`src/rtl/keypad_scan_debounce.sv`:
```
// 4x4 keypad row scanner with per-frame observation and
// frame-based press/release debouncing.
module keypad_scan_debounce #(
  parameter int SCAN_DIV        = 250000,
  parameter int DEBOUNCE_FRAMES = 3
) (
  input  logic       clock,
  input  logic       reset,
  input  logic [3:0] keypadCol,
  output logic [3:0] keypadRow,
  output logic [3:0] key_code,
  output logic       key_valid,
  output logic       key_held,
  output logic       key_release,
  output logic       frame_tick
);

  localparam int SW = $clog2(SCAN_DIV);
  localparam int CW = $clog2(DEBOUNCE_FRAMES + 1);
  localparam logic [SW-1:0] SLOT_LAST = SW'(SCAN_DIV - 1);
  localparam logic [CW-1:0] DF = CW'(DEBOUNCE_FRAMES);
  localparam logic [CW-1:0] ONE = CW'(1);

  typedef enum logic [1:0] {
    IDLE, PRESS_CHK, HELD, REL_CHK
  } state_t;

  typedef enum logic [1:0] {
    OBS_NONE, OBS_KEY, OBS_MULTI
  } obs_t;

  state_t        state;
  logic [SW-1:0] slot;
  logic [1:0]    row;
  logic [1:0]    acc_n;
  logic [3:0]    acc_key;
  logic [3:0]    cand;
  logic [CW-1:0] cnt;

  logic [3:0]    low;
  logic [1:0]    low_n;
  logic [1:0]    low_col;
  logic [1:0]    sum_n;
  logic [3:0]    samp_key;
  logic [3:0]    obs_key;
  obs_t          obs;
  logic          slot_end;
  logic          frame_end;
  logic [CW-1:0] cnt_inc;

  function automatic logic [3:0] keymap(
    input logic [1:0] r,
    input logic [1:0] c
  );
    logic [3:0] k;
    unique case ({r, c})
      4'h0: k = 4'h7;
      4'h1: k = 4'h4;
      4'h2: k = 4'h1;
      4'h3: k = 4'h0;
      4'h4: k = 4'h8;
      4'h5: k = 4'h5;
      4'h6: k = 4'h2;
      4'h7: k = 4'hA;
      4'h8: k = 4'h9;
      4'h9: k = 4'h6;
      4'hA: k = 4'h3;
      4'hB: k = 4'hB;
      4'hC: k = 4'hC;
      4'hD: k = 4'hD;
      4'hE: k = 4'hE;
      4'hF: k = 4'hF;
    endcase
    return k;
  endfunction

  assign low       = ~keypadCol;
  assign slot_end  = (slot == SLOT_LAST);
  assign frame_end = slot_end && (row == 2'd3);
  assign cnt_inc   = (cnt >= DF) ? cnt : cnt + ONE;

  // Saturating low-bit count (0, 1, 2+) and column of a lone low bit
  always_comb begin
    low_n   = 2'd0;
    low_col = 2'd0;
    for (int c = 3; c >= 0; c--) begin
      if (low[c]) begin
        low_col = 2'(c);
        if (low_n != 2'd2) low_n = low_n + 2'd1;
      end
    end
  end

  always_comb begin
    sum_n = 2'd2;
    if (acc_n == 2'd0) sum_n = low_n;
    else if (acc_n == 2'd1 && low_n == 2'd0) sum_n = 2'd1;
  end

  assign samp_key = keymap(row, low_col);
  assign obs_key  = (acc_n == 2'd1) ? acc_key : samp_key;

  always_comb begin
    obs = OBS_MULTI;
    if (sum_n == 2'd0) obs = OBS_NONE;
    else if (sum_n == 2'd1) obs = OBS_KEY;
  end

  always_ff @(posedge clock) begin
    if (!reset) begin
      state       <= IDLE;
      slot        <= '0;
      row         <= 2'd0;
      keypadRow   <= 4'b1110;
      acc_n       <= 2'd0;
      acc_key     <= 4'd0;
      cand        <= 4'd0;
      cnt         <= '0;
      key_code    <= 4'd0;
      key_valid   <= 1'b0;
      key_held    <= 1'b0;
      key_release <= 1'b0;
      frame_tick  <= 1'b0;
    end else begin
      key_valid   <= 1'b0;
      key_release <= 1'b0;
      frame_tick  <= frame_end;
      slot        <= slot_end ? '0 : slot + 1'b1;

      if (slot_end) begin
        row       <= row + 2'd1;
        keypadRow <= ~(4'b0001 << (row + 2'd1));
        if (frame_end) begin
          acc_n   <= 2'd0;
          acc_key <= 4'd0;
        end else begin
          acc_n <= sum_n;
          if (acc_n == 2'd0 && low_n == 2'd1) acc_key <= samp_key;
        end
      end

      if (frame_end) begin
        case (state)
          IDLE: begin
            if (obs == OBS_KEY) begin
              cand <= obs_key;
              cnt  <= ONE;
              if (ONE >= DF) begin
                key_code  <= obs_key;
                key_held  <= 1'b1;
                key_valid <= 1'b1;
                state     <= HELD;
              end else begin
                state <= PRESS_CHK;
              end
            end
          end
          PRESS_CHK: begin
            if (obs == OBS_KEY && obs_key == cand) begin
              cnt <= cnt_inc;
              if (cnt_inc >= DF) begin
                key_code  <= cand;
                key_held  <= 1'b1;
                key_valid <= 1'b1;
                state     <= HELD;
              end
            end else if (obs == OBS_KEY) begin
              cand <= obs_key;
              cnt  <= ONE;
            end else begin
              state <= IDLE;
            end
          end
          HELD: begin
            if (obs == OBS_NONE) begin
              cnt <= ONE;
              if (ONE >= DF) begin
                key_held    <= 1'b0;
                key_release <= 1'b1;
                state       <= IDLE;
              end else begin
                state <= REL_CHK;
              end
            end else if (obs == OBS_MULTI || obs_key != key_code) begin
              cnt   <= '0;
              state <= REL_CHK;
            end
          end
          REL_CHK: begin
            if (obs == OBS_NONE) begin
              cnt <= cnt_inc;
              if (cnt_inc >= DF) begin
                key_held    <= 1'b0;
                key_release <= 1'b1;
                state       <= IDLE;
              end
            end else if (obs == OBS_KEY && obs_key == key_code) begin
              state <= HELD;
            end else begin
              cnt <= '0;
            end
          end
          default: state <= IDLE;
        endcase
      end
    end
  end

endmodule

```
`config.mk`:
```
export PLATFORM = sky130hd
export DESIGN_NAME = keypad_scan_debounce
export DESIGN_NICKNAME = d
export VERILOG_FILES = /design/src/rtl/keypad_scan_debounce.sv
export SDC_FILE = /design/constraint.sdc
export NUM_CORES = 1
export LEC_CHECK = 0
export CORE_AREA = 2 2 76 78
export DETAILED_ROUTE_END_ITERATION = 8
export DIE_AREA = 0 0 78 80
export PLACE_DENSITY_LB_ADDON = 0.08
export SLEW_MARGIN = 10
export SYNTH_ARGS = -nofsm -noshare
export SYNTH_HDL_FRONTEND = slang
export SYNTH_SLANG_ARGS = --single-unit
```
`constraint.sdc`:
```
create_clock -name clock -period 2.64 [get_ports clock]
set_input_delay 0.396 -clock clock [delete_from_list [all_inputs] [get_ports clock]]
set_output_delay 0.396 -clock clock [all_outputs]
set_load 0.05 [all_outputs]
```
* Word-level counts from Yosys, hierarchy flattened
Memories as Yosys holds them, arrays and structs flattened.
Index checks and enable logic that the tools add are counted.
** Storage, ports and cells
- Register bits after elaboration :: 46
- ROM bits :: 64
- Input port bits :: 6
- Output and inout port bits :: 12
- Logic and storage cells :: 123
- Memories kept :: 1
** Operators by class
- Add/sub/neg operators :: 6
- Magnitude comparators :: 2
- Equal/unequal tests :: 28
- Shift-type cells :: 1
- Muxes and demuxes :: 46
- Bitwise operators :: 3
- Reduce and logical (&&, ||, !) cells :: 23
** Memories
- (name not given) :: words 16, width 4, read ports 1, clocked after memory_dff 0, wr ports 0, RTL line 56 : unique case ({r, c})
** Operator list (number)
- two-way mux 2 bit :: 31
- two-way mux 4 bit :: 5
- adder 18 x 1 -> 18 bit (second input constant) :: 1
- == test 18 bit (second input constant) :: 1
- inequality test 2 bit (second input constant) :: 9
- inequality test 3 bit (second input constant) :: 6
- case mux 2 bit (4 select lines) :: 2
- AND reduction 4 bit :: 3
- adder 2 x 1 -> 2 bit (second input constant) :: 5
- == test 2 x 1 -> 1 bit (second input constant) :: 5
- logical NOT 2 bit :: 5
- == test 2 bit (second input constant) :: 4
- == test 4 bit :: 2
- inverter 4 bit :: 2
- case mux 4 bit (2 select lines) :: 1
- AND reduction 7 bit :: 1
- two-way mux 1 bit :: 6
- AND reduction 3 bit :: 2
- AND reduction 6 bit :: 1
- nonzero test 2 bit :: 3
- logical AND 1 bit :: 5
- greater-or-equal comparator 2 bit (second input constant) :: 2
- inequality test 4 bit :: 1
- left shift 1 x 2 -> 4 bit (first input constant) :: 1
- other kinds (5) :: 5

* Logic depth before layout (Yosys ltp)
- Depth after elaboration :: 23
- Depth in mapped cells :: 14

* Least setup slack after synthesis
No wires, ideal clock.
- Path kind :: input -> register
- Start :: input port keypadCol[3]
- End :: register cnt[0]
- Data arrival time :: 2.662 ns
- Required time :: 2.561 ns
- Setup slack :: -0.100 ns
- Stages on the path :: 12
- Path buffers :: 0
- Path through :: inv_1 ha_1 nand2b_1 nand2_1 ha_1 nor2b_1 o211a_1 or3_1 a2111oi_2 a41oi_1 and3_1 nor3_1
** Between the ends
- Cells in the longest elaborated chain, start to end :: 22
- Elaborated cells between the ends (all ways) :: 45
- Classes of those cells :: add/sub: 3; eq/ne: 11; mux: 21; bitwise: 1; reduce/logical: 8; memory: 1
** RTL lines
- start: declaration :: RTL line 9 : input logic [3:0] keypadCol,
- inverter 4 bit (*) :: RTL line 77 : assign low = ~keypadCol;
- two-way mux 1 bit :: RTL line 87 : if (low[c]) begin
- adder 2 x 1 -> 2 bit or inequality test 2 bit (tied branches) :: RTL line 89 : if (low_n != 2'd2) low_n = low_n + 2'd1;
- two-way mux 2 bit :: RTL line 89
- two-way mux 2 bit :: RTL line 87
- adder 2 x 1 -> 2 bit or inequality test 2 bit (tied branches) :: RTL line 89
- two-way mux 2 bit :: RTL line 89
- two-way mux 2 bit :: RTL line 87
- (+6 left out)
- two-way mux 2 bit :: RTL line 96 : if (acc_n == 2'd0) sum_n = low_n;
- == test 2 x 1 -> 1 bit :: RTL line 106 : else if (sum_n == 2'd1) obs = OBS_KEY;
- two-way mux 2 bit :: RTL line 106
- two-way mux 2 bit :: RTL line 105 : if (sum_n == 2'd0) obs = OBS_NONE;
- == test 2 x 1 -> 1 bit or == test 2 bit (tied branches)
- two-way mux 2 bit (tied with other cells)
- two-way mux 2 bit or inequality test 3 bit (tied branches)
- case mux 2 bit (4 select lines) or AND reduction 3 bit (tied branches)
- end signal: assignment :: RTL line 160 : cnt <= cnt_inc;
- end signal: assignment :: RTL line 191 : cnt <= cnt_inc;
- end: declaration :: RTL line 38 : logic [CW-1:0] cnt;
Every way passes the cells marked *; elsewhere a longest branch is shown, timed or not.
A chain may end at the register's enable or synchronous reset.

* Worst setup path in the final report
- Start :: input port keypadCol[2]
- End :: register cnt[1]
** Between the ends
- Cells in the longest elaborated chain, start to end :: 19
- Elaborated cells between the ends (all ways) :: 40
- Classes of those cells :: add/sub: 2; eq/ne: 10; mux: 18; bitwise: 1; reduce/logical: 8; memory: 1
** RTL lines (RTL line)
- inverter 4 bit (*) :: 77
- two-way mux 2 bit :: 87
- adder 2 x 1 -> 2 bit or inequality test 2 bit (tied branches) :: 89
- two-way mux 2 bit :: 89
- two-way mux 2 bit :: 87
- adder 2 x 1 -> 2 bit or inequality test 2 bit (tied branches) :: 89
- two-way mux 2 bit :: 89
- two-way mux 2 bit :: 87
- (+3 left out)
- two-way mux 2 bit :: 96
- == test 2 x 1 -> 1 bit :: 106
- two-way mux 2 bit :: 106
- two-way mux 2 bit :: 105
- == test 2 x 1 -> 1 bit or == test 2 bit (tied branches)
- two-way mux 2 bit (tied with other cells)
- two-way mux 2 bit or inequality test 3 bit (tied branches)
- case mux 2 bit (4 select lines) or AND reduction 3 bit (tied branches)
Marks and branches as above.

==> flow_summary_export.csv <==
group,metric,value,unit
grt,antenna_found_initial,0,
pwr,power_density,401,nW/µm²
final_layout,antennaDiodeCount,0,
synth,netlist_instances,334,
pwr,vdd_drop_max,363,µV
clock_tree,clockBufferDepth,2,
floorplanning,die_h,80,µm
synth,avgSynthCellArea,8.32,µm²
setup_path,crit_type,"primary input to flip-flop",
final_layout,drive_above_1_share,23.3,%
grt,grt_first_pass_wirelength,11300,µm
drt,drt_iter0_drc,168,
timing,fin_worst_skew,6.54,ps
drt,vias,2538,
drt,drt_first_pass_iters,4,
timing,tightest_slew,517,ps
synth,synth_nets,352,
timing,min_period_over_period,96.9,%
job,max-cap-violations,0,
clock_tree,path_clk_slew,90,ps
worst_hold_path,hp-class,"flip-flop to flip-flop",
synth,synthArstFlopShare,0,%
drt,vias_per_cell,5.48,
drt,wl,6770,µm
final_layout,synthToLayoutAreaGrowth,28.5,%
grt,overflow,0,
pwr,fin_total_pwr,1.43,mW
final_layout,final_nets,408,
place,io_buffers,17,
synth,synth_area_leaders,"dfxtp_1 33%, ha_1 5.4%, nor2_1 4.3%",
clock_tree,numCtsBuffers,5,
synth,ys_top_cells_by_count,"46 x dfxtp_1, 32 x nor2_1, 28 x nand2_1, 18 x a21oi_1, 16 x nand3_1",
setup_path,reg2regPathDepth,7,
synth,synth-edff-count,0,
timing,hold_viol,0,
clock_tree,htreeDepth,2,
final_layout,nFillCells,496,
synth,yosysSeqAreaShare,33.2,%
drt,wl_per_cell,14.6,µm
clock_tree,cts.root.buffer_cell,"clkbuf_8",
floorplanning,num_rows,27,
floorplanning,fp.dieW,78,µm
clock_tree,cts_sinks,46,
drt,drc,0,
grt,grt_max_degree,16,
drt,ant_nets,0,
place,dp_hpwl,5020,µm
floorplanning,core_region_area,5410,µm²
setup_path,cp_max_fo,4,
floorplanning,io_pins,18,
pwr,p_leak,1.44,nW
setup_path,rrSetupSlack,220,ps
setup_path,startpoint_type,"primary input",
synth,syn-cell-area,2780,µm²
synth,ys_ff_latch,46,
synth,synthFlopType,"dfxtp_1",
synth,synth_cell_types,56,
synth,synth_top_area_share,33.2,%
timing,max_freq,0.391,GHz
place,gp_congestion,0.899,
synth,synth_most_common_cell,"dfxtp_1",
synth,yosysWarnings,0,
setup_path,required,2840,ps
status,run_status,"finished, final reports clean",
timing,period_needed,2560,ps
clock_tree,cts_tree,"yes",
floorplanning,start_util,51.4,%
timing,final_max_slew_viol_count,0,
setup_path,endpoint_kind,"flip-flop",
setup_path,cp.arrival,2760,ps
grt,grt_pass1_vias,2427,
timing,setup_viol,0,
final_layout,final_core_util,66.0,%
worst_hold_path,holdPathStages,1,
timing,slew_headroom,65.4,%
grt,grt_util_all_layers,22.6,%
clock_tree,clk-insertion-delay-late,300,ps
synth,yosysTopAreaCell,"dfxtp_1",
floorplanning,die-area,6240,µm²
[report_power, final]
part           switching, mW  internal (mW)
clock                  0.243          0.283
sequential           0.00282          0.697
combinational          0.106          0.101
[worst max-delay path: stages]
cell       delay [ps]
buf_4             140
ha_4              160
nand3b_1          220
ha_4              310
nor2b_2            40
o211a_1           230
or3_4             380
a2111oi_4         350
a41oi_2           210
buf_4             180
a21o_1            140
[cell usage in the layout (no fill, tap or decap), types with 3 or more instances in the layout]
cell type        instances
nor3_1                   8
nor2b_1                  4
buf_4                   47
and2_1                   5
clkdlybuf4s50_1         13
nand4_1                  6
xnor2_1                 13
clkbuf_8                 5
o21ai_1                  6
ha_1                     9
ha_4                     3
o21ai_0                  6
inv_1                    9
dfxtp_1                 46
or3_4                    3
nor3_2                   4
o211a_1                  3
nand3b_1                 3
nand2b_1                11
and3_1                  13
mux2i_1                  8
nand3_1                 16
nor2_1                  31
a21oi_1                 18
xor2_1                   7
nor4_2                   3
o211ai_1                 9
or3_1                    5
nand2_1                 27
[routing by layer]
layer	share of wire [%]	vias up	wire [µm]	GRT usage (%)
met1	47	1176	3200	28.8
li1	-	1307	-	-
met2	48	46	3240	39.1
met5	0	-	0	0
met3	3.1	9	209	3.73
met4	1.7	0	118	7.02
[repair_timing]
action	CTS	global route
buffers inserted	2	1
cloned	0	0
hold buffers	0	0
pin swaps	7	9
setup endpoints to repair	18	13
gates resized for setup	19	12
endpoints found under the hold margin	0	0
[sequential cells by signal (all words and copies together), names as in the netlist, 2 cells and up]
signal     count
key_code       4
keypadRow      4
slot          18
cand           4
state          2
cnt            2
row            2
acc_key        4
acc_n          2
[path summary, 6_finish.rpt]
| kind | end | start |
|---|---|---|
| max | cnt[1] | keypadCol[2] |
| min | slot[0] | slot[0] |
| max reg2reg | key_code[3] | slot[5] |
| min reg2reg | slot[0] | slot[0] |
[final cells by class]
cell class | instances | area [µm²] | share of cell area [%]
multi-input cells | 263 | 1900 | 53.2
well taps | 72 | 90.1 | 2.52
clock inverters | 2 | 37.5 | 1.05
clock buffers | 6 | 72.6 | 2.03
flip-flops and latches | 46 | 921 | 25.8
repair buffers | 63 | 508 | 14.2
inverters | 11 | 41.3 | 1.16
[logic make-up after synthesis]
logic type / Yosys count / share of synthesized area (%)
fa+ha+maj: 12 / 5.41
buf+inv: 25 / 3.60
mux: 10 / 3.74
compound gates: 63 / 15.5
simple gates: 157 / 32.0
xor+xnor: 21 / 6.62
flops: 46 / 33.2
[per-stage QoR]
step	cells	hold WS [ps]	setup TNS, ps	area, µm²	setup slack (ps)
after floorplan	334	413	0	2830	1.56
after CTS	462	447	0	3510	0.583
after detailed placement	452	434	-9930	3350	-658
final	463	441	0	3570	82.3
after global routing	463	475	-28.9	3570	-17.3
after global placement	452	426	-8950	3350	-623
Power figures use the tool's default switching activity.
